**src/rtl/fmul_rr_arbiter.sv**
```systemverilog
// rtl/fmul_rr_arbiter.sv - round-robin sharing of one pipelined single-precision multiplier
// A tag pipeline, latency-matched to the multiplier, steers each product back to its requester.
module fmul_rr_arbiter #(
   parameter int N_REQ   = 4,
   parameter int ID_W    = 2,
   parameter int LATENCY = 7
) (
   input  logic                 clk,
   input  logic                 rst,
   input  logic                 hold,
   input  logic [N_REQ-1:0]     req_valid,
   input  logic [32*N_REQ-1:0]  req_a,
   input  logic [32*N_REQ-1:0]  req_b,
   output logic [N_REQ-1:0]     req_ready,
   output logic                 mul_stt,
   output logic [31:0]          mul_a,
   output logic [31:0]          mul_b,
   input  logic [31:0]          mul_z,
   output logic                 rsp_valid,
   output logic [ID_W-1:0]      rsp_id,
   output logic [31:0]          rsp_data,
   output logic [3:0]           inflight,
   output logic                 busy
);

   logic [ID_W-1:0] last_gnt;
   logic [ID_W-1:0] gnt_id;
   logic [ID_W-1:0] cand;
   logic            gnt_any;

   // Stage 0 is written alongside mul_stt; stage LATENCY lines up with a valid mul_z.
   logic [LATENCY:0] tag_valid;
   logic [ID_W-1:0]  tag_id [0:LATENCY];

   always_comb begin
      gnt_any = 1'b0;
      gnt_id  = '0;
      cand    = '0;
      if (!hold) begin
         for (int k = 1; k <= N_REQ; k++) begin
            cand = ID_W'((int'(last_gnt) + k) % N_REQ);
            if (!gnt_any && req_valid[cand]) begin
               gnt_any = 1'b1;
               gnt_id  = cand;
            end
         end
      end
   end

   assign req_ready = gnt_any ? (N_REQ'(1) << gnt_id) : '0;
   assign busy      = mul_stt || (inflight != 4'd0);

   always_ff @(posedge clk or posedge rst) begin
      if (rst) begin
         mul_stt   <= 1'b0;
         mul_a     <= '0;
         mul_b     <= '0;
         last_gnt  <= ID_W'(N_REQ - 1);
         tag_valid <= '0;
         for (int s = 0; s <= LATENCY; s++) begin
            tag_id[s] <= '0;
         end
         rsp_valid <= 1'b0;
         rsp_id    <= '0;
         rsp_data  <= '0;
         inflight  <= '0;
      end else begin
         mul_stt <= gnt_any;
         if (gnt_any) begin
            mul_a    <= req_a[32*int'(gnt_id) +: 32];
            mul_b    <= req_b[32*int'(gnt_id) +: 32];
            last_gnt <= gnt_id;
         end
         tag_valid <= {tag_valid[LATENCY-1:0], gnt_any};
         tag_id[0] <= gnt_id;
         for (int s = LATENCY; s > 0; s--) begin
            tag_id[s] <= tag_id[s-1];
         end
         rsp_valid <= tag_valid[LATENCY];
         rsp_id    <= tag_id[LATENCY];
         rsp_data  <= mul_z;
         case ({gnt_any, tag_valid[LATENCY]})
            2'b10:   inflight <= inflight + 4'd1;
            2'b01:   inflight <= inflight - 4'd1;
            default: inflight <= inflight;
         endcase
      end
   end

endmodule
```
**config.mk**
```make
export PLATFORM = sky130hd
export DESIGN_NAME = fmul_rr_arbiter
export DESIGN_NICKNAME = d
export VERILOG_FILES = /design/src/rtl/fmul_rr_arbiter.sv
export SDC_FILE = /design/constraint.sdc
export NUM_CORES = 1
export LEC_CHECK = 0
export CORE_AREA = 2 2 158 160
export CTS_CLUSTER_SIZE = 24
export DETAILED_ROUTE_END_ITERATION = 7
export DIE_AREA = 0 0 160 162
export PLACE_DENSITY = 0.61
export SLEW_MARGIN = 20
export SYNTH_ARGS = -nofsm -noshare
export SYNTH_HDL_FRONTEND = slang
export SYNTH_SLANG_ARGS = --single-unit
```
**constraint.sdc**
```tcl
create_clock -name clk -period 9.3 [get_ports clk]
set_input_delay 1.395 -clock clk [delete_from_list [all_inputs] [get_ports clk]]
set_output_delay 1.395 -clock clk [all_outputs]
set_load 0.03 [all_outputs]
```
==> summary.md <==
| Metric | Value |
|---|---|
| Final setup fails | `0` |
| Top_reg_cell synth | `dfrtp_1` |
| Synthesized Nets | `approximately 940` |
| Clk slew on worst S/H paths | `60 ps` |
| Worst EP required | `7910 ps` |
| Outcome | `finished, final reports clean` |
| Fraction of registers with async set/reset | `1.00` |
| Vias in the first global route | `~6900` |
| Layout Nets | `1301` |
| Pre-CTS setup slack | `approximately 3900 ps` |
| Post-synthesis sequential area ratio | `0.514` |
| Synth Cell Area | `roughly 0.0063 mm²` |
| Largest area contributor in the netlist | `dfrtp_1` |
| TritonCTS clock tree | `yes` |
| Leakage power | `around 4.3 nW` |
| Crit-path max FO | `43` |
| Peak VDD IR | `between 0.00008 and 0.00009 V` |
| Seq cells post-synth | `between 100 and 150` |
| Pin slew with the least headroom to its limit | `approximately 1000 ps` |
| Area Growth Syn to Fin | `76.5%` |
| Chip Width | `160 µm` |
| Total grt overflow | `0` |
| Initial core utilization | `0.261` |
| Max clock buf depth | `2` |
| Reg2Reg Setup Slack | `6360 ps` |
| Min-Delay Path Class | `flop to flop` |
| R2R Path End | `mul_b[21]$_DFFE_PP0P_` |
| Setup ws final | `just under 4000 ps` |
| Max-cap viol count | `0` |
| PwrDens | `about 200 mW/mm²` |
| Worst relative slew slack | `0.347` |
| Row count | `57` |
| Synth area leaders | `dfrtp_1 51%, a31oi_1 9.5%, nand3_1 5.1%` |
| Layout cell share with drive strength beyond 1 | `0.0591` |
| Pin count of the biggest net entering global routing | `about 70` |
| Vias | `just under 7000` |
| Fmax | `between 150 and 200 MHz` |
| Post-synth EDFFs | `0` |
| Antenna diodes | `0` |
| Initial antenna violation count | `0` |
| Warnings, synthesis | `0` |
| CP Capture Type | `output port` |
| Number of H-tree levels | `4` |
| Worst setup endpoint | `req_ready[3]` |
| Gpl congestion | `0.844` |
| Post-DP HPWL | `19200 µm` |
| Min-delay src | `tag_id[1]$_DFF_PP0_` |
| WL/cell | `approximately 21 µm` |
| Worst-skew pair later-pin latency | `410 ps` |
| Top-count cell post-synth | `dfrtp_1` |
| Synth cell types | `43` |
| Count of pins over their slew limit | `0` |
| Post-layout total power | `2.18 mW` |
| First-pass GRT wire length | `about 43000 µm` |
| Critical Path AT | `between 3000 and 4000 ps` |
| Final min period | `between 5000 and 6000 ps` |
| Hold Buf Count CTS | `0` |
| R2R depth | `6` |
| Initial DRC count | `~560` |
| I/O Buffers | `approximately 400` |
| Filler cells | `2342` |
| Postcts setup bufs | `0` |
| Tot GR Track Use | `0.215` |
| Clock root buffer | `clkbuf_16` |
| Seq. cell area | `0.00323 mm²` |
| Final wirelength | `between 20000 and 30000 µm` |
| Top cell type's share of synthesized area | `0.506` |
| Clock sinks | `about 130` |
| Vert. Die Dim | `between 150 and 200 µm` |
| Post-CTS sizing | `0` |
| Mean Syn Cell Area | `between 9 and 10 µm²` |
| Vias per cell | `5.13` |
| RSZ-0062 raised after global routing | `false` |
| Cts bufs inserted | `17` |
| DRC | `0` |
| Post-DRT Antenna Nets | `0` |
| TNS Setup | `0 ps` |
| Final Util | `0.460` |
| Worst Setup Start Kind | `input pin` |
| Area of the multi-input gates | `roughly 0.0027 mm²` |
| Core Area | `between 0.02 and 0.025 mm²` |
| Post-synth top cells | `127 x dfrtp_1, 95 x a31oi_1, 71 x nor2_1, 64 x nand3_1, 49 x o21ai_0` |
| Ports | `approximately 400` |
| Crit Path Category | `input pin to output port` |
| Number of hold violations in the final report | `0` |
| Die ar. | `0.0259 mm²` |
| Detailed Routing Iterations Pass 1 | `5` |
| Period utilisation layout | `0.577` |
| R2r startpoint | `last_gnt[1]$_DFFE_PP1P_` |
| Synth Instances | `638` |
| Clk_skew | `~12 ps` |
| Crit path launch | `req_valid[1]` |
power breakdown:
group          internal (mW)  switching (mW)  total [mW]  leakage [nW]
registers              0.647          0.0567       0.704          1.50
clock network          0.416           0.276       0.692         0.290
logic                  0.338           0.442       0.780          2.47
placed cells by master, fill, tap and decap left out, types with 3 or more instances in the layout:
master           Yosys  final
clkdlybuf4s50_1      0    402
dfrtp_1            127    127
a31oi_1             95     95
nor2_1              71     71
nand3_1             64     64
o21ai_0             49     49
nor3b_1             35     35
a311oi_1            34     34
a21o_1              32     31
clkbuf_16            0     17
o21ai_1             16     16
buf_4                5     10
nor2b_1              6      6
inv_6                0      5
xor2_1               4      4
inv_1                5      3
and2_1               3      3
ha_1                 3      3
clkinv_4             0      3
flip-flops by register name, summed over array words and instances (netlist names):
signal	flops
mul_a	32
mul_b	32
rsp_data	32
tag_id	16
tag_valid	8
inflight	4
last_gnt	2
rsp_id	2
rsp_valid	1
critical path: stages:
cell,delay (ps)
clkdlybuf4s50_1,580
inv_1,150
o21ai_1,460
a21o_4,520
and2_1,200
clkdlybuf4s50_1,670
layout make-up:
class / count / share of cell area
clock buffer: 20 / 0.0412
clock inverter: 12 / 0.0133
inverter: 5 / 0.00214
multi-input combinational: 437 / 0.245
sequential: 129 / 0.291
tap: 324 / 0.0366
timing repair buffer: 413 / 0.370
cell families (layout without fill, tap and decap cells):
group | after synthesis | after routing | synth area share
AOI/OAI and AO/OA | 241 | 241 | 0.255
xor gates and xnor gates | 5 | 5 | 0.00697
adders and majority gates | 3 | 3 | 0.00598
buffers and inverters | 72 | 450 | 0.0635
DFF | 129 | 129 | 0.514
muxes | 2 | 2 | 0.00339
and+or+nand+nor | 186 | 186 | 0.151
worst min path at each step:
| stage | to | cells after the start | slack [ps] |
|---|---|---|---|
| floorplan | rsp_id[0]$_DFF_PP0_ | 0 | 330 |
| finish | rsp_id[1]$_DFF_PP0_ | 0 | 340 |
| global route | tag_id[8]$_DFF_PP0_ | 0 | 340 |
| global placement | tag_id[11]$_DFF_PP0_ | 0 | 330 |
| detailed placement | tag_id[13]$_DFF_PP0_ | 0 | 330 |
| CTS | tag_id[13]$_DFF_PP0_ | 0 | 340 |
per-layer routing:
layer / GRT usage / routed length, µm / share of wire
met1: 0.260 / 11300 / 0.40
met2: 0.369 / 14100 / 0.50
met3: 0.0544 / 2250 / 0.079
met4: 0.0864 / 819 / 0.029
met5: 0 / 0 / 0
through the flow:
| stage | hold slack [ps] | instances | cell area, µm² |
|---|---|---|---|
| after floorplan | 331 | 638 | 6280 |
| after global placement | 331 | 1308 | 10500 |
| after detailed placement | 335 | 1308 | 10500 |
| after CTS | 339 | 1340 | 11100 |
| after global routing | 343 | 1340 | 11100 |
| final | 338 | 1340 | 11100 |
(Power assumes the default switching activity.)
